**config.mk**
```make
export PLATFORM = sky130hd
export DESIGN_NAME = i2c_scl_gen
export DESIGN_NICKNAME = d
export VERILOG_FILES = /design/src/rtl/i2c_scl_gen.sv
export SDC_FILE = /design/constraint.sdc
export NUM_CORES = 1
export LEC_CHECK = 0
export ABC_AREA = 0
export CORE_ASPECT_RATIO = 1.1
export CORE_MARGIN = 3
export CORE_UTILIZATION = 45
export CTS_CLUSTER_DIAMETER = 40
export CTS_CLUSTER_SIZE = 10
export DETAILED_ROUTE_END_ITERATION = 8
export GPL_ROUTABILITY_DRIVEN = 0
export PLACE_DENSITY = 0.65
export SLEW_MARGIN = 25
export SYNTH_ARGS = -nofsm -noshare
export SYNTH_HDL_FRONTEND = slang
export SYNTH_SLANG_ARGS = --single-unit
```
**constraint.sdc**
```tcl
create_clock -name CLK -period 6.4 [get_ports CLK]
set_clock_uncertainty 0.15 [all_clocks]
set_input_delay 1.6 -clock CLK [delete_from_list [all_inputs] [get_ports CLK]]
set_output_delay 1.6 -clock CLK [all_outputs]
set_load 0.02 [all_outputs]
```
**src/rtl/i2c_scl_gen.sv**
```systemverilog
// Open-drain I2C SCL generator with runtime half-period, clock stretching,
// stretch timeout and phase ticks for the SDA bit engine.
module i2c_scl_gen #(
    parameter int CLK_HZ       = 156250000,
    parameter int SCL_HZ       = 400000,
    parameter int CNT_W        = 12,
    parameter int DEFAULT_HALF = CLK_HZ / (2 * SCL_HZ),
    parameter int TIMEOUT_CYC  = 16384
) (
    input  logic             CLK,
    input  logic             RST_N,
    input  logic             en,
    input  logic [CNT_W-1:0] div,
    input  logic             scl_in,
    output logic             scl_t,
    output logic             busy,
    output logic             fall_tick,
    output logic             rise_tick,
    output logic             mid_low,
    output logic             mid_high,
    output logic             stretch,
    output logic             timeout
);

    localparam logic [1:0] S_IDLE = 2'd0;
    localparam logic [1:0] S_LOW  = 2'd1;
    localparam logic [1:0] S_HIGH = 2'd2;
    localparam logic [1:0] S_HALT = 2'd3;

    localparam int SW = (TIMEOUT_CYC > 2) ? $clog2(TIMEOUT_CYC) : 1;
    localparam logic [CNT_W-1:0] DEF_HALF =
        CNT_W'((DEFAULT_HALF != 0) ? DEFAULT_HALF : CLK_HZ / (2 * SCL_HZ));
    localparam logic [SW-1:0]    TO_LAST  = SW'(TIMEOUT_CYC - 1);
    localparam logic [CNT_W-1:0] TWO      = CNT_W'(2);

    logic [1:0]       state, state_n;
    logic [CNT_W-1:0] cnt, cnt_n;
    logic [CNT_W-1:0] half_lat, half_n;
    logic [SW-1:0]    scnt, scnt_n;
    logic [1:0]       sync_q;
    logic             rise_seen, seen_n;
    logic             fall_n, tout_n;
    logic             past2;

    function automatic logic [CNT_W-1:0] eff_half(input logic [CNT_W-1:0] d);
        if (d == '0)
            return DEF_HALF;
        else if (d == CNT_W'(1))
            return TWO;
        else
            return d;
    endfunction

    assign past2 = (cnt >= TWO);

    always_comb begin
        state_n = state;
        cnt_n   = cnt;
        half_n  = half_lat;
        scnt_n  = scnt;
        seen_n  = rise_seen;
        fall_n  = 1'b0;
        tout_n  = 1'b0;
        case (state)
            S_IDLE: begin
                if (en) begin
                    state_n = S_LOW;
                    cnt_n   = '0;
                    half_n  = eff_half(div);
                    fall_n  = 1'b1;
                end
            end
            S_LOW: begin
                if (cnt == half_lat - 1'b1) begin
                    state_n = S_HIGH;
                    cnt_n   = '0;
                    scnt_n  = '0;
                    seen_n  = 1'b0;
                end else begin
                    cnt_n = cnt + 1'b1;
                end
            end
            S_HIGH: begin
                if (past2 && sync_q[1])
                    seen_n = 1'b1;
                // The first two HIGH cycles ignore the pin: the synchroniser
                // still shows the level we were driving.
                if (past2 && !sync_q[1]) begin
                    scnt_n = scnt + 1'b1;
                    if (scnt == TO_LAST) begin
                        state_n = S_HALT;
                        tout_n  = 1'b1;
                    end
                end else if (cnt == half_lat - 1'b1) begin
                    cnt_n = '0;
                    if (en) begin
                        state_n = S_LOW;
                        half_n  = eff_half(div);
                        fall_n  = 1'b1;
                    end else begin
                        state_n = S_IDLE;
                    end
                end else begin
                    cnt_n = cnt + 1'b1;
                end
            end
            default: begin
                if (!en)
                    state_n = S_IDLE;
            end
        endcase
    end

    // Outputs are registered from next-state values; sync_q[0] is the
    // scl_sync value the next cycle will see.
    always_ff @(posedge CLK or negedge RST_N) begin
        if (!RST_N) begin
            state     <= S_IDLE;
            cnt       <= '0;
            half_lat  <= '0;
            scnt      <= '0;
            sync_q    <= 2'b11;
            rise_seen <= 1'b0;
            scl_t     <= 1'b1;
            busy      <= 1'b0;
            fall_tick <= 1'b0;
            rise_tick <= 1'b0;
            mid_low   <= 1'b0;
            mid_high  <= 1'b0;
            stretch   <= 1'b0;
            timeout   <= 1'b0;
        end else begin
            state     <= state_n;
            cnt       <= cnt_n;
            half_lat  <= half_n;
            scnt      <= scnt_n;
            sync_q    <= {sync_q[0], scl_in};
            rise_seen <= seen_n;
            scl_t     <= (state_n != S_LOW);
            busy      <= (state_n != S_IDLE);
            fall_tick <= fall_n;
            timeout   <= tout_n;
            rise_tick <= (state_n == S_HIGH) && (cnt_n >= TWO) && sync_q[0] && !seen_n;
            mid_high  <= (state_n == S_HIGH) && (cnt_n == (half_n >> 1)) && sync_q[0];
            mid_low   <= (state_n == S_LOW) && (cnt_n == (half_n >> 1));
            stretch   <= (state_n == S_HIGH) && (cnt_n >= TWO) && !sync_q[0];
        end
    end

endmodule

```
==> results.py <==
metrics = {
    "sta": {
        "setup_tns_ns": 0,
        "max_freq_mhz": 225.0,
        "whs_ns": 0.2269,
        "post-route-period-util_pct": 69.44,
        "hold_violations": 0,
        "worst_pin_slew_ns": 0.6929,
        "setup_viol": 0,
        "rsz0062_at_grt": "no",
        "slew_viol_final": 0,
        "relSlewSlack_pct": 53.81,
        "period_minus_slack_ns": 4.444,
    },
    "final_layout": {
        "final_cell_mix": "dfrtp_1, nand2_1, xnor2_1, clkdlybuf4s50_1, nand3_1",
        "finish.utilization_pct": 53.05,
        "nFillCells": 634,
        "num_antenna_cells": 0,
        "multi_input_area_mm2": 0.001797,
        "final_common_cell": "dfrtp_1",
        "final_nets": 388,
        "syn2layout_area_growth_pct": 11.66,
        "layout-drive-gt1-share_pct": 7.123,
        "seq_area_mm2": 0.001280,
    },
    "grt": {
        "grt_start_max_net_pins": 52,
        "grt_pass1_vias": 2594,
        "grt_pass1_wl_um": 13230,
        "grtUsageTotal_pct": 20.82,
        "grt-ovfl-total": 0,
        "grt_antenna_before_repair": 0,
    },
    "clocking": {
        "clockBufferDepth": 2,
        "cts_tree": "yes",
        "post_cts_resized": 0,
        "clk_pin_slew_worst_paths_ns": 0.10,
        "holdBufCountCts": 0,
        "cts_htree_levels": 2,
        "clock-sinks": 51,
        "cts_made_buffers": 5,
        "postCtsSetupBuffers": 0,
        "clock_latency_ns": 0.31,
        "cts-root-buf": "clkbuf_8",
    },
    "routing": {
        "vias_per_cell": 6.132,
        "ant_nets": 0,
        "dr.pass1.iters": 5,
        "first_iter_violations": 181,
        "wl_per_cell_um": 17.66,
        "vias": 2741,
        "routed_wl_um": 7895,
        "post-route-drc-count": 0,
    },
    "floorplan": {
        "die_w_um": 86.25,
        "core-area_mm2": 0.006710,
        "rows": 31,
        "io-pin-count": 24,
        "die_height_um": 94.28,
        "die-area_mm2": 0.008131,
        "start_util_pct": 47.51,
    },
    "placed_design": {
        "port_buffers": 23,
        "hpwl_um": 5949,
    },
    "synthesis": {
        "synth_area_leaders": "dfrtp_1, xnor2_1, nand3_1, ha_1, nor4_1",
        "synth_top_cell_area_share_pct": 37.68,
        "synth_cells": 345,
        "synth_edf_count": 0,
        "ys_types": 56,
        "syn_avg_cell_area_um2": 9.241,
        "ys.flop_type": "dfrtp_1",
        "synth_seq_cells": 51,
        "yosysSeqAreaShare_pct": 40.15,
        "yosys_warnings": 0,
        "syn-num-nets": 369,
        "syn_area_mm2": 0.003188,
        "async_flop_share_pct": 100.0,
        "synth_area_leader_cell": "dfrtp_1",
    },
    "power": {
        "power_density_mw_per_mm2": 355.1,
        "p_leak_nw": 1.415,
        "ir_drop_mv": 0.2428,
    },
    "critical_path": {
        "worstPathRequired_ns": 6.45,
        "path_max_fanout": 11,
        "cp-end-kind": "flip-flop",
        "critPathLaunchType": "flip-flop",
        "crit_arrival_ns": 4.49,
        "path_class": "reg2reg",
        "reg2reg_slack_ns": 1.96,
    },
    "hold_path": {
        "holdCritPathClass": "reg2reg",
    },
    "run_status": {
        "status": "complete, no violations",
    },
    "run": {
        "maxCapViolations": 0,
    },
}
==> synthesized netlist by cell type, types with 3 or more instances <==
cell,count
a21o_1,5
nor3_1,9
nand4_1,5
a21oi_1,17
a22o_1,4
o2bb2ai_1,3
o21ai_0,18
o31ai_1,4
ha_1,8
and3_1,8
xnor2_1,26
or2_2,3
and2_1,3
clkbuf_1,11
inv_1,13
nand3_1,21
a2bb2oi_1,3
nor2_1,20
nand2b_1,3
dfrtp_1,48
a21boi_0,3
o211ai_1,3
xor2_1,10
nor4_1,16
nand2_1,26
or3_1,10
dfstp_2,3
==> metal layers <==
layer | vias to the layer above | share of wire [%] | GRT usage, %
li1 | 1301 | - | -
met1 | 1334 | 45 | 28.71
met3 | 17 | 5.1 | 3.246
met5 | - | 0 | 0
met2 | 89 | 48 | 32.84
met4 | 0 | 2.6 | 7.922
==> path summary, 6_finish.rpt <==
check,startpoint,end,cells past startpoint
worst max-delay path,half_lat[2],mid_low,10
worst min-delay path,sync_q[0],sync_q[1],0
worst max register to register,half_lat[2],mid_low,10
worst min register to register,sync_q[0],sync_q[1],0
max in group asynchronous,RST_N,mid_low,2
min in group asynchronous,RST_N,half_lat[6],2
==> registers in the layout, summed over array words and instances (netlist names) <==
| name | cells |
|---|---|
| cnt | 12 |
| scnt | 14 |
| timeout | 1 |
| rise_tick | 1 |
| fall_tick | 1 |
| stretch | 1 |
| half_lat | 12 |
| scl_t | 1 |
| busy | 1 |
| rise_seen | 1 |
| state | 2 |
| mid_high | 1 |
| mid_low | 1 |
| sync_q | 2 |
==> logic make-up (layout without fill, tap and decap cells) <==
group	after synthesis	count (layout)	synth area share, %
buffers and inverters	27	47	3.493
xor gates and xnor gates	37	37	10.60
AOI/OAI and AO/OA	81	81	18.21
adders and majority gates	8	8	3.140
DFF	51	51	40.15
and+or+nand+nor	141	141	24.41
==> power by group <==
group	leakage, nW	switching [mW]	total, mW	internal (mW)
combinational	0.707	0.350	0.609	0.259
sequential	0.669	0.0873	0.473	0.385
clock	0.0385	0.104	0.182	0.0776
==> worst max-delay path, cell delays in order, from the launching register on <==
cell and delay, ns:
dfrtp_1 0.46, or3_1 0.50, or4_4 0.53, a2111oi_4 0.37, nand4_2 0.25, or4_4 0.69
a21boi_0 0.38, o21ai_0 0.26, a2111oi_4 0.36, nand3_2 0.13, nor4_1 0.26
==> metrics by stage <==
step / setup slack [ns] / std cells / area [um^2] / total power, mW
after global placement: 1.980 / 439 / 3476 / 1.071
after global routing: 1.689 / 447 / 3560 / 1.354
after CTS: 1.965 / 447 / 3560 / 1.265
after floorplan: 2.416 / 345 / 3188 / 0.9077
final: 1.956 / 447 / 3560 / 1.264
after detailed placement: 1.887 / 439 / 3476 / 1.077
==> cell type report <==
class	instances	area share, %
Timing Repair Buffer	26	6.960
Clock inverter	1	0.2109
Clock buffer	7	2.144
Inverter	13	1.371
Tap cell	82	2.882
Sequential cell	51	35.96
Multi-Input combinational cell	267	50.47
(Power assumes the default switching activity.)
